==> src/rtl/blake_g_scheduler.sv <==
`default_nettype none
// ---------------------------------------------------------------------------
// blake_g_scheduler : sequences the shared G core of a BLAKE-512 compressor
// Rev 1.0
// ---------------------------------------------------------------------------
module blake_g_scheduler #(
  parameter int NUM_ROUNDS   = 16,
  parameter int G_PER_ROUND  = 8,
  parameter int SIGMA_PERIOD = 10,
  parameter int RW           = 4
) (
  input  logic          clk,
  input  logic          rst,
  input  logic          i_blk_valid,
  output logic          o_blk_ready,
  input  logic          i_blk_last,
  output logic          o_init_round,
  output logic          o_g_start,
  input  logic          i_g_done,
  output logic [2:0]    o_g_idx,
  output logic [RW-1:0] o_round_idx,
  output logic [3:0]    o_sigma_row,
  output logic          o_final_en,
  output logic          o_hash_valid,
  input  logic          i_hash_ready,
  output logic          o_busy
);

  localparam logic [2:0]    c_G_LAST     = 3'(G_PER_ROUND - 1);
  localparam logic [RW-1:0] c_ROUND_LAST = RW'(NUM_ROUNDS - 1);
  localparam logic [3:0]    c_SIGMA_LAST = 4'(SIGMA_PERIOD - 1);

  typedef enum logic [2:0] {
    S_IDLE    = 3'd0,
    S_INIT    = 3'd1,
    S_G_ISSUE = 3'd2,
    S_G_WAIT  = 3'd3,
    S_FINAL   = 3'd4,
    S_DONE    = 3'd5
  } state_t;

  state_t        r_state;
  logic [2:0]    r_g_idx;
  logic [RW-1:0] r_round_idx;
  logic [3:0]    r_sigma_row;
  logic          r_last;

  always_ff @(posedge clk or posedge rst) begin
    if (rst) begin
      r_state     <= S_IDLE;
      r_g_idx     <= '0;
      r_round_idx <= '0;
      r_sigma_row <= '0;
      r_last      <= 1'b0;
    end else begin
      case (r_state)
        S_IDLE: begin
          if (i_blk_valid) begin
            r_last      <= i_blk_last;
            r_g_idx     <= '0;
            r_round_idx <= '0;
            r_sigma_row <= '0;
            r_state     <= S_INIT;
          end
        end
        S_INIT:    r_state <= S_G_ISSUE;
        S_G_ISSUE: r_state <= S_G_WAIT;
        S_G_WAIT: begin
          // g_done is only honoured here so early/spurious pulses cannot skip a step
          if (i_g_done) begin
            if (r_g_idx != c_G_LAST) begin
              r_g_idx <= r_g_idx + 3'd1;
              r_state <= S_G_ISSUE;
            end else if (r_round_idx != c_ROUND_LAST) begin
              r_g_idx     <= '0;
              r_round_idx <= r_round_idx + RW'(1);
              r_sigma_row <= (r_sigma_row == c_SIGMA_LAST) ? 4'd0 : r_sigma_row + 4'd1;
              r_state     <= S_G_ISSUE;
            end else begin
              r_state <= S_FINAL;
            end
          end
        end
        S_FINAL: r_state <= r_last ? S_DONE : S_IDLE;
        S_DONE: begin
          if (i_hash_ready) r_state <= S_IDLE;
        end
        default: r_state <= S_IDLE;
      endcase
    end
  end

  assign o_blk_ready  = (r_state == S_IDLE);
  assign o_init_round = (r_state == S_INIT);
  assign o_g_start    = (r_state == S_G_ISSUE);
  assign o_final_en   = (r_state == S_FINAL);
  assign o_hash_valid = (r_state == S_DONE);
  assign o_busy       = (r_state != S_IDLE);
  assign o_g_idx      = r_g_idx;
  assign o_round_idx  = r_round_idx;
  assign o_sigma_row  = r_sigma_row;

endmodule
`default_nettype wire

==> config.mk <==
export PLATFORM = sky130hd
export DESIGN_NAME = blake_g_scheduler
export DESIGN_NICKNAME = d
export VERILOG_FILES = /design/src/rtl/blake_g_scheduler.sv
export SDC_FILE = /design/constraint.sdc
export NUM_CORES = 1
export LEC_CHECK = 0
export CORE_ASPECT_RATIO = 0.8
export CORE_MARGIN = 5
export CORE_UTILIZATION = 43
export CTS_CLUSTER_SIZE = 28
export DETAILED_ROUTE_END_ITERATION = 6
export GPL_TIMING_DRIVEN = 0
export PLACE_DENSITY_LB_ADDON = 0.08
export SLEW_MARGIN = 10
export SYNTH_ARGS = -nofsm -noshare
export SYNTH_HDL_FRONTEND = slang
export SYNTH_SLANG_ARGS = --single-unit
==> constraint.sdc <==
create_clock -name clk -period 1.7 [get_ports clk]
set_input_delay 0.255 -clock clk [delete_from_list [all_inputs] [get_ports clk]]
set_output_delay 0.255 -clock clk [all_outputs]
set_load 0.02 [all_outputs]
==> summary by stage <==
Timing
Dividing the final minimum period by the clock period gives 1.02. At the pin with the least slew margin, the transition time is between 0.5 and 0.6 ns. Based on the critical path, the design can be clocked at up to 579 MHz. The worst setup skew after layout is around 0.021 ns. Setup repair after global routing could not meet its margin everywhere. Subtracting the final worst setup slack from the clock period gives approximately 1.7 ns.

The post-route setup TNS is -0.0448 ns. Once routing completed, OpenROAD measured the worst setup slack at -0.0267 ns. The final setup violation count is 2. The final number of max-transition violations is 0. The worst hold slack across all endpoints is between 0.2 and 0.3 ns. The final-report hold violation count is 0. The worst pin sits at a relative slew slack of 0.609.

Run status
The run finished, with violations left. The checks that failed: negative setup slack.

Route
The vias after detailed routing is just under 900. In the final routed layout, each cell accounts on average for between 10 and 15 microns. Once detail routing completed, the nets flagged for antenna violations numbered 0.

The first-iteration detailed-routing DRC count is 22. The count of TritonRoute iterations in the first routing pass is 4. For this block, the routed nets add up to approximately 2200 microns of wire. For this run, design rule violations remaining after detail routing come to 0.

The number of vias per cell is 5.79.

GRT
Across every metal layer, demand over resource in global routing totals 0.154. The number of antenna violations at the first check in global routing is 0. The first global-routing pass estimated 3520 microns of wire. The via count of the first global-routing pass was 804. The pin count of the biggest net entering global routing is 16. The total overflow left after global routing is 0.

Critical path
On the worst path, the slowest cell contributes a delay of around 0.53 ns. Across all register-to-register paths, the minimum setup slack is -0.03 ns. STA classifies the critical path endpoint as a flip-flop. The maximum fanout count along the critical path is 5. The critical path class is reg2reg. The origin of the critical flop-to-flop path is r_state[1]. For this design, the slowest cell found on the critical path is sky130_fd_sc_hd__or4b_4. Data arrives at the worst endpoint at about 1.9 ns. STA classifies the critical path startpoint as a flip-flop. The endpoint identified for the worst register-to-register timing path is o_sigma_row[1]. The critical path goes through or4b_4, and2_4, a21o_4, mux2_4. The top cell family by delay on the critical path is simple AND/OR/NAND/NOR gates. The number of cells on the worst reg-to-reg path is 4. The critical path contains buffers and inverters numbering 0 combined. The data required time of the worst path is ~1.9 ns.

Synthesis
In the synthesized netlist the async set-or-reset flop fraction comes to 1.00. Counting distinct cell types in the post-synthesis netlist gives 34. The number of nets handed over by synthesis was between 100 and 150. The sequential-to-total area share from yosys stat is 0.418. The post-synthesis area per instance is between 9 and 10 sq um. The cell area after technology mapping is between 800 and 900 sq um.

The number of register bits inferred by synthesis is 15. Counting every instance in the synthesized netlist gives ~100. Yosys mapped a number of flops with a built-in enable equal to 0. The yosys synthesis warning count is 0. The most instantiated flip-flop cell in the synthesis netlist is sky130_fd_sc_hd__dfrtp_1.

Finish
Across the whole layout, storage elements account for roughly 380 sq um. The area growth from synthesis to layout is 38.6%. The share of post-route cells with drive strength above 1 is 0.258. In the final design database the tool counted 140 nets. The multi-input combinational cell area is 527 sq um. The number of antenna diodes in the final layout is 0. The number of fillers in the final layout is 168.

Clocking
For this design, the sink count on the clock tree is 15. TritonCTS built the clock tree. The latest clock arrival within the worst-skew pair is 0.31 ns. The clock buffer count from CTS is 3. The master cell of the clock root buffer is sky130_fd_sc_hd__clkbuf_4. The count of H-tree levels built during CTS is 1.

The maximum clock insertion buffer count is 2. The clock slew at the register clock pins of the worst setup and hold paths is between 0.1 and 0.15 ns.

Run
Max-cap violations in this run came to 0.

Power and ir drop
The ratio of total power to cell area is about 1000 nW/um^2. The static power due to leakage is 0.573 nW. The worst-case IR drop observed on VDD is around 810 uV.

Die
The die covers between 3000 and 4000 sq um. The number of rows in the core area is 14. The number of primary I/O pins is 23.

The horizontal extent of the die is around 61 microns. In this run the standard cell core region covers 1930 sq um. The initial utilization of the core area, before any placement, comes to 0.466. In this run the vertical extent of the chip is 50.9 microns.

Worst hold path
In this run the worst hold path is classified as in2async.

Placed design
The wire-length estimate of the detail-placed layout is around 1500 microns. The final weighted congestion in routability-driven placement is ~0.84. The count of buffers from port buffering is 22.
layout by cell type, fill, tap and decap left out, drive strengths merged, types with 2 or more instances in the layout:
master          n
a21oi           2
dfrtp          15
a32o            2
nor3            2
ha              5
clkdlybuf4s50  14
mux2            3
buf            12
o21ai           7
o311ai          2
nand2b          3
inv             5
nor3b           2
clkbuf          5
nand2          12
nand3           7
o32ai           2
nor2           10
how the worst max path moves through the flow:
stage               depth (start not counted)   startpoint  slack [ns]             end
floorplan                                   5   r_state[1]       -0.10  o_sigma_row[3]
global route                                4   r_state[1]       -0.09  o_sigma_row[3]
detailed placement                          6  i_blk_valid       -0.56  o_sigma_row[3]
CTS                                         4   r_state[1]       -0.05  o_sigma_row[1]
finish                                      4   r_state[1]       -0.03  o_sigma_row[1]
global placement                            6  i_blk_valid       -0.54  o_sigma_row[1]
per-layer routing:
metal,track usage,up-vias,share of wire
li1,-,421,-
met1,0.186,422,0.44
met2,0.238,29,0.46
met3,0.0554,8,0.070
met4,0.0794,0,0.027
met5,0,-,0
cell families (layout without fill, tap and decap cells):
logic type | Yosys count | in the layout | synth area share
buf+inv | 10 | 39 | 0.0501
fa+ha+maj | 5 | 5 | 0.0696
simple gates | 46 | 46 | 0.270
compound gates | 20 | 20 | 0.155
flops | 15 | 15 | 0.418
mux | 3 | 3 | 0.0376
Yosys cell counts, types with 3 or more instances:
library cell	number	area share
sky130_fd_sc_hd__dfrtp_1	15	0.42
sky130_fd_sc_hd__nand2_1	12	0.050
sky130_fd_sc_hd__nor2_1	10	0.042
sky130_fd_sc_hd__nand3_1	7	0.039
sky130_fd_sc_hd__o21ai_0	6	0.033
sky130_fd_sc_hd__ha_1	5	0.070
sky130_fd_sc_hd__inv_1	5	0.021
sky130_fd_sc_hd__clkbuf_1	4	0.017
sky130_fd_sc_hd__nand2b_1	3	0.021
flip-flops by register name (all words and copies together), names as in the netlist:
signal       count
o_round_idx      4
o_sigma_row      4
o_g_idx          3
r_state          3
r_last           1
per-stage QoR:
stage                     setup WS [ns]  cells  instance area (sq um)   util  power, mW
after floorplan                  -0.105     99                    900      -      0.778
after CTS                       -0.0545    150                   1200  0.624       1.23
after detailed placement         -0.559    145                   1150  0.597      0.991
after global routing            -0.0893    152                   1240  0.646       1.32
final                           -0.0267    152                   1240  0.646       1.24
after global placement           -0.539    145                   1150  0.597      0.976
area by class of cell:
cell class | count | area share
Multi-Input combinational cell | 74 | 0.423
Buffer | 4 | 0.0271
Sequential cell | 15 | 0.303
Inverter | 5 | 0.0151
Timing Repair Buffer | 26 | 0.186
Clock buffer | 3 | 0.0181
Tap cell | 24 | 0.0241
Clock inverter | 1 | 0.00402
worst reg2reg max path, cell delays in order, from the launching register on:
cell and delay [ns]:
sky130_fd_sc_hd__dfrtp_1 0.41, sky130_fd_sc_hd__or4b_4 0.53, sky130_fd_sc_hd__and2_4 0.18, sky130_fd_sc_hd__a21o_4 0.21, sky130_fd_sc_hd__mux2_4 0.29
timing repair:
action	CTS	global route
pin swaps	1	1
endpoints found under the setup margin	12	16
hold buffers	0	0
resized for setup	39	17
setup buffers	2	2
endpoints found under the hold margin	0	0
power breakdown:
group / switching (mW) / total [mW] / internal, mW
combinational: 0.242 / 0.493 / 0.251
sequential: 0.0898 / 0.522 / 0.432
clock: 0.134 / 0.222 / 0.0879
total: 0.466 / 1.24 / 0.772
No activity file was read; power rests on OpenSTA's default activity.
